<file path="config.mk">
export PLATFORM = sky130hd
export DESIGN_NAME = gpio_ctrl
export DESIGN_NICKNAME = d
export VERILOG_FILES = /design/src/rtl/gpio_ctrl.sv
export SDC_FILE = /design/constraint.sdc
export NUM_CORES = 1
export LEC_CHECK = 0
export ABC_AREA = 1
export CORE_ASPECT_RATIO = 0.7
export CORE_UTILIZATION = 51
export CTS_BUF_LIST = sky130_fd_sc_hd__clkbuf_4 sky130_fd_sc_hd__clkbuf_8 sky130_fd_sc_hd__clkbuf_16
export CTS_CLUSTER_SIZE = 12
export DETAILED_ROUTE_END_ITERATION = 8
export PLACE_DENSITY = 0.76
export SYNTH_ARGS = -nofsm -noshare
export SYNTH_HDL_FRONTEND = slang
export SYNTH_SLANG_ARGS = --single-unit
</file>
<file path="constraint.sdc">
create_clock -name clk -period 1.07 [get_ports clk]
set_input_delay 0.1605 -clock clk [delete_from_list [all_inputs] [get_ports clk]]
set_output_delay 0.1605 -clock clk [all_outputs]
set_load 0.1 [all_outputs]
</file>
<file path="src/rtl/gpio_ctrl.sv">
// GPIO controller: data/direction registers, synchronised inputs, edge-detect
// interrupts with W1C status, and a latency-1 register read port.
module gpio_ctrl #(
    parameter int N           = 32,
    parameter int SYNC_STAGES = 2
) (
    input  logic         clk,
    input  logic         rst_n,
    input  logic         wr_en,
    input  logic         rd_en,
    input  logic [7:0]   addr,
    input  logic [31:0]  wdata,
    output logic [31:0]  rdata,
    output logic         rvalid,
    input  logic [N-1:0] gpio_in,
    output logic [N-1:0] gpio_out,
    output logic [N-1:0] gpio_oe,
    output logic         irq
);

    localparam logic [7:0] A_DATA  = 8'h00;
    localparam logic [7:0] A_DIR   = 8'h04;
    localparam logic [7:0] A_IN    = 8'h08;
    localparam logic [7:0] A_SET   = 8'h0C;
    localparam logic [7:0] A_CLR   = 8'h10;
    localparam logic [7:0] A_TGL   = 8'h14;
    localparam logic [7:0] A_IE    = 8'h18;
    localparam logic [7:0] A_IRISE = 8'h1C;
    localparam logic [7:0] A_IFALL = 8'h20;
    localparam logic [7:0] A_ISTAT = 8'h24;

    logic [N-1:0] data_q,  data_d;
    logic [N-1:0] dir_q,   dir_d;
    logic [N-1:0] ie_q,    ie_d;
    logic [N-1:0] irise_q, irise_d;
    logic [N-1:0] ifall_q, ifall_d;
    logic [N-1:0] istat_q, istat_d;
    logic [N-1:0] prev_q,  prev_d;
    logic [N-1:0] out_q,   out_d;
    logic [N-1:0] sync_q [SYNC_STAGES];
    logic [N-1:0] sync_d [SYNC_STAGES];
    logic [31:0]  rdata_q, rdata_d;
    logic         rvalid_q, rvalid_d;
    logic         irq_q,    irq_d;

    logic [N-1:0] wbits, sync_in, evt, w1c, rd_bits;

    assign wbits   = wdata[N-1:0];
    assign sync_in = sync_q[SYNC_STAGES-1];
    assign evt     = (sync_in & ~prev_q & irise_q) | (~sync_in & prev_q & ifall_q);

    always_comb begin
        sync_d[0] = gpio_in;
        for (int i = 1; i < SYNC_STAGES; i++) begin
            sync_d[i] = sync_q[i-1];
        end
    end

    // NOTE: every variable gets its hold value before the case so no path leaves it unassigned (no latch).
    always_comb begin
        data_d  = data_q;
        dir_d   = dir_q;
        ie_d    = ie_q;
        irise_d = irise_q;
        ifall_d = ifall_q;
        w1c     = '0;
        if (wr_en) begin
            // Unaligned and unmapped addresses match no item and fall through.
            case (addr)
                A_DATA:  data_d  = wbits;
                A_DIR:   dir_d   = wbits;
                A_SET:   data_d  = data_q | wbits;
                A_CLR:   data_d  = data_q & ~wbits;
                A_TGL:   data_d  = data_q ^ wbits;
                A_IE:    ie_d    = wbits;
                A_IRISE: irise_d = wbits;
                A_IFALL: ifall_d = wbits;
                A_ISTAT: w1c     = wbits;
                default: ;
            endcase
        end
        // New events are ORed in after the clear, so a same-cycle event wins.
        istat_d = (istat_q & ~w1c) | evt;
        prev_d  = sync_in;
        out_d   = data_d & dir_d;
        irq_d   = |(istat_q & ie_q);
    end

    always_comb begin
        rd_bits = '0;
        case (addr)
            A_DATA:  rd_bits = data_q;
            A_DIR:   rd_bits = dir_q;
            A_IN:    rd_bits = sync_in;
            A_IE:    rd_bits = ie_q;
            A_IRISE: rd_bits = irise_q;
            A_IFALL: rd_bits = ifall_q;
            A_ISTAT: rd_bits = istat_q;
            default: ;
        endcase
        rdata_d = '0;
        if (rd_en) begin
            rdata_d[N-1:0] = rd_bits;
        end
        rvalid_d = rd_en;
    end

    // NOTE: state registers use non-blocking assignments so all flops update from pre-edge values.
    always_ff @(posedge clk or negedge rst_n) begin
        if (!rst_n) begin
            data_q   <= '0;
            dir_q    <= '0;
            ie_q     <= '0;
            irise_q  <= '0;
            ifall_q  <= '0;
            istat_q  <= '0;
            prev_q   <= '0;
            out_q    <= '0;
            rdata_q  <= '0;
            rvalid_q <= 1'b0;
            irq_q    <= 1'b0;
            for (int i = 0; i < SYNC_STAGES; i++) begin
                sync_q[i] <= '0;
            end
        end else begin
            data_q   <= data_d;
            dir_q    <= dir_d;
            ie_q     <= ie_d;
            irise_q  <= irise_d;
            ifall_q  <= ifall_d;
            istat_q  <= istat_d;
            prev_q   <= prev_d;
            out_q    <= out_d;
            rdata_q  <= rdata_d;
            rvalid_q <= rvalid_d;
            irq_q    <= irq_d;
            for (int i = 0; i < SYNC_STAGES; i++) begin
                sync_q[i] <= sync_d[i];
            end
        end
    end

    assign rdata    = rdata_q;
    assign rvalid   = rvalid_q;
    assign gpio_out = out_q;
    assign gpio_oe  = dir_q;
    assign irq      = irq_q;

endmodule
</file>
==> results.toml <==
[synth]
synth_seq_area_share_pct = 54.9
syn_avg_cell_area_um2 = 8.38
synth_seq_cells = 354
yosys_warnings = 0
synthFlopType = "dfrtp_1"
synth_area_leaders = "dfrtp_1, nand2_1, ha_1"
syn_nets = 2065
synth_edf_count = 0
netlist_instances = 1925
yosysTopAreaCell = "dfrtp_1"
synthArstFlopShare_pct = 100
synth_top_area_share_pct = 54.9
netlist_area_um2 = 16100
yosys.cell_types.count = 26

[sta]
fmax_mhz = 717
final.setup_skew_ps = 17.5
fin_crit_ps = 1390
setup_slack_ps = -324
maxSlewHeadroom_pct = 71.5
worstMarginPinSlew_ps = 427
setup_viol = 191
finalSetupTns_ps = -31980
slew_viol_final = 0
grt_setup_unrepaired = "true"
whs_ps = 31.4
hold_viol_final = 0
finalCritPeriodShare_pct = 130

[floorplanning]
pin_count = 174
num_rows = 54
core_area_um2 = 31100
initial_utilization_pct = 51.8
dieArea_um2 = 32400
fp.dieH_um = 151
chipWidth_um = 215

[cells_and_area]
fin_area_um2 = 24900
stdcell_count = 2774
multi_input_area_um2 = 7590
syn2layout_area_growth_pct = 54.2
seqCellArea_um2 = 8900
final_util_pct = 79.9
nNetsFinal = 2468
final_layout_size_suffix_gt1_share_pct = 35.1
n_fill_cell = 1669

[worst_setup_path]
r2r_end = "gpio_out[17]"
start_kind = "register"
path_buf_inv = 1
r2r-start = "data_q[17]"
arrival_ps = 1230
worst_r2r_path_depth = 8
end_kind = "primary output"
crit_fanout = 2
critPathKind = "reg2out"
path_depth = 1
crit_start = "gpio_oe[8]"
cp_slowest_cell = "dfrtp_4"
reg2reg_setup_slack_ps = -260
crit_path_max_incr_delay_ps = 510
cp.required_ps = 910
crit_family = "flip-flops"
worstPathCellList = "buf_12"
endpoint = "gpio_oe[8]"

[power_and_ir_drop]
cellLeakagePower_nw = 11.5
finalPower_mw = 35.2
power_switching_mw = 10.2
pwr-share-comb_pct = 20.2
max-vdd-ir-drop_uv = 1100
p_clk_share_pct = 37.0
power.density_nw_per_um2 = 1410
seqPwrFrac_pct = 42.7
internal_power_mw = 24.9
switching_share_pct = 29.1

[global_route]
grt_pass1_wl_mm = 85.4
grt-ovfl-total = 0
first_global_vias = 15700
grt_max_degree = 78
grt_util_all_layers_pct = 34.4
antenna_found_initial = 1

[placed_design]
dp_slack_ps = -1000
hpwl_mm = 33.8
place_inst = 2614
gp_congestion = 0.883
place_area_um2 = 21000
numPortBuffers = 173

[clocking]
cts_buffers = 37
clkTransAtPathRegs_ps = 60
root_buffer = "clkbuf_16"
clock_path_buffers = 3
cts_tree = "yes"
clkLatencyLatePin_ps = 550
cts_sinks = 354
cts_max_level = 2

[detailed_routing]
first_iter_violations = 2156
detail_route.drc_violations = 0
routedWlPerCell_um = 22.1
ant_nets = 0
via_per_inst = 5.86
routed-via-count = 16200
routed_wl_mm = 61.4
firstDrtPassIters = 6

[worst_hold_path]
hp-class = "in2async"

[flow_run]
maxCapViolCount = 0

[run_status]
violations = "negative setup slack"
status = "finished with violations"
cells in the final DEF, fill, tap and decap left out, types with 3 or more instances in the layout:
cell type / netlist / routed
a21oi_1: 30 / 19
a21oi_2: 0 / 11
buf_12: 0 / 152
buf_16: 0 / 4
buf_4: 3 / 169
buf_6: 3 / 35
buf_8: 0 / 4
clkbuf_16: 0 / 50
clkbuf_4: 0 / 15
clkbuf_8: 0 / 8
clkdlybuf4s50_1: 0 / 66
dfrtp_1: 354 / 319
dfrtp_2: 0 / 34
ha_1: 64 / 18
ha_2: 0 / 4
ha_4: 0 / 42
inv_1: 202 / 143
inv_2: 5 / 58
nand2_1: 638 / 538
nand2_2: 4 / 80
nand2_4: 1 / 22
nand2_8: 0 / 3
nand3_1: 100 / 66
nand3_2: 1 / 32
nand3_4: 0 / 3
nand3b_1: 32 / 32
nand4_1: 8 / 8
nor2_1: 172 / 127
nor2_2: 6 / 41
nor2_4: 3 / 13
o211ai_1: 32 / 32
o21ai_0: 137 / 80
o21ai_1: 51 / 77
o21ai_2: 0 / 29
per-layer routing:
| layer | vias to the layer above | share of wire [%] | wire (µm) | GRT usage [%] |
|---|---|---|---|---|
| li1 | 6877 | - | - | - |
| met1 | 7719 | 36 | 22200 | 44.2 |
| met2 | 1282 | 45 | 27900 | 55.6 |
| met3 | 364 | 12 | 7490 | 8.43 |
| met4 | 0 | 6.3 | 3870 | 16.1 |
| met5 | - | 0 | 0 | 0 |
final cells by class:
cell class / count / area share (%)
flip-flops and latches: 354 / 35.8
multi-input cells: 1283 / 30.5
repair buffers: 445 / 23.5
clock buffers: 61 / 4.79
inverters: 207 / 3.26
well taps: 420 / 2.11
clock inverters: 3 / 0.0855
diodes: 1 / 0.0101
Yosys cell counts, types with 4 or more instances:
cell type	instances
nand2_1	638
dfrtp_1	354
inv_1	202
nor2_1	172
o21ai_0	137
nand3_1	100
ha_1	64
o21ai_1	51
buf_2	46
nand3b_1	32
o211ai_1	32
a21oi_1	30
clkbuf_1	24
nand4_1	8
nor2_2	6
buf_1	5
inv_2	5
nand2_2	4
repair_timing:
action                                 CTS  global route
cloned                                   6            12
hold buffers                             1             0
setup endpoints to repair              355           301
pin swaps                              131           234
resized for setup                      192           301
endpoints found under the hold margin  354             0
buffers inserted                        83            21
power by group through the flow:
stage               Sequential (mW)  Combinational [mW]  Clock (mW)
global route                   15.1                7.59        13.6
finish                         15.0                7.11        13.0
CTS                            14.9                6.26        13.0
detailed placement             15.1                5.22           0
global placement               15.1                5.00           0
floorplan                      15.9                1.64           0
state kept, by name (all words and copies together) (netlist names):
name and count:
data_q 32, istat_q 32, rvalid 1, rdata 32
prev_q 32, gpio_out 32, irq 1, ie_q 32
ifall_q 32, prev_d 32, gpio_oe 32, irise_q 32
sync_d 32
worst min path at each step:
stage | startpoint | to | slack, ps | cells past startpoint
after global placement | rst_n | irise_q[6] | -9 | 1
final | rst_n | ifall_q[6] | 30 | 2
after CTS | rst_n | irise_q[5] | 30 | 2
after floorplan | rst_n | data_q[0] | -140 | 0
after detailed placement | rst_n | irise_q[5] | -8 | 1
after global routing | rst_n | irise_q[6] | 40 | 2
cells by family (layout without fill, tap and decap cells):
group                      after synthesis  count (layout)  share of synthesized area, %
other                                    0               1                             0
DFF                                    354             354                          54.9
and+or+nand+nor                        968             968                          24.6
buffers and inverters                  288             716                          7.27
adders and majority gates               64              64                          4.96
AOI/OAI and AO/OA                      251             251                          8.30
(Power assumes the default switching activity.)
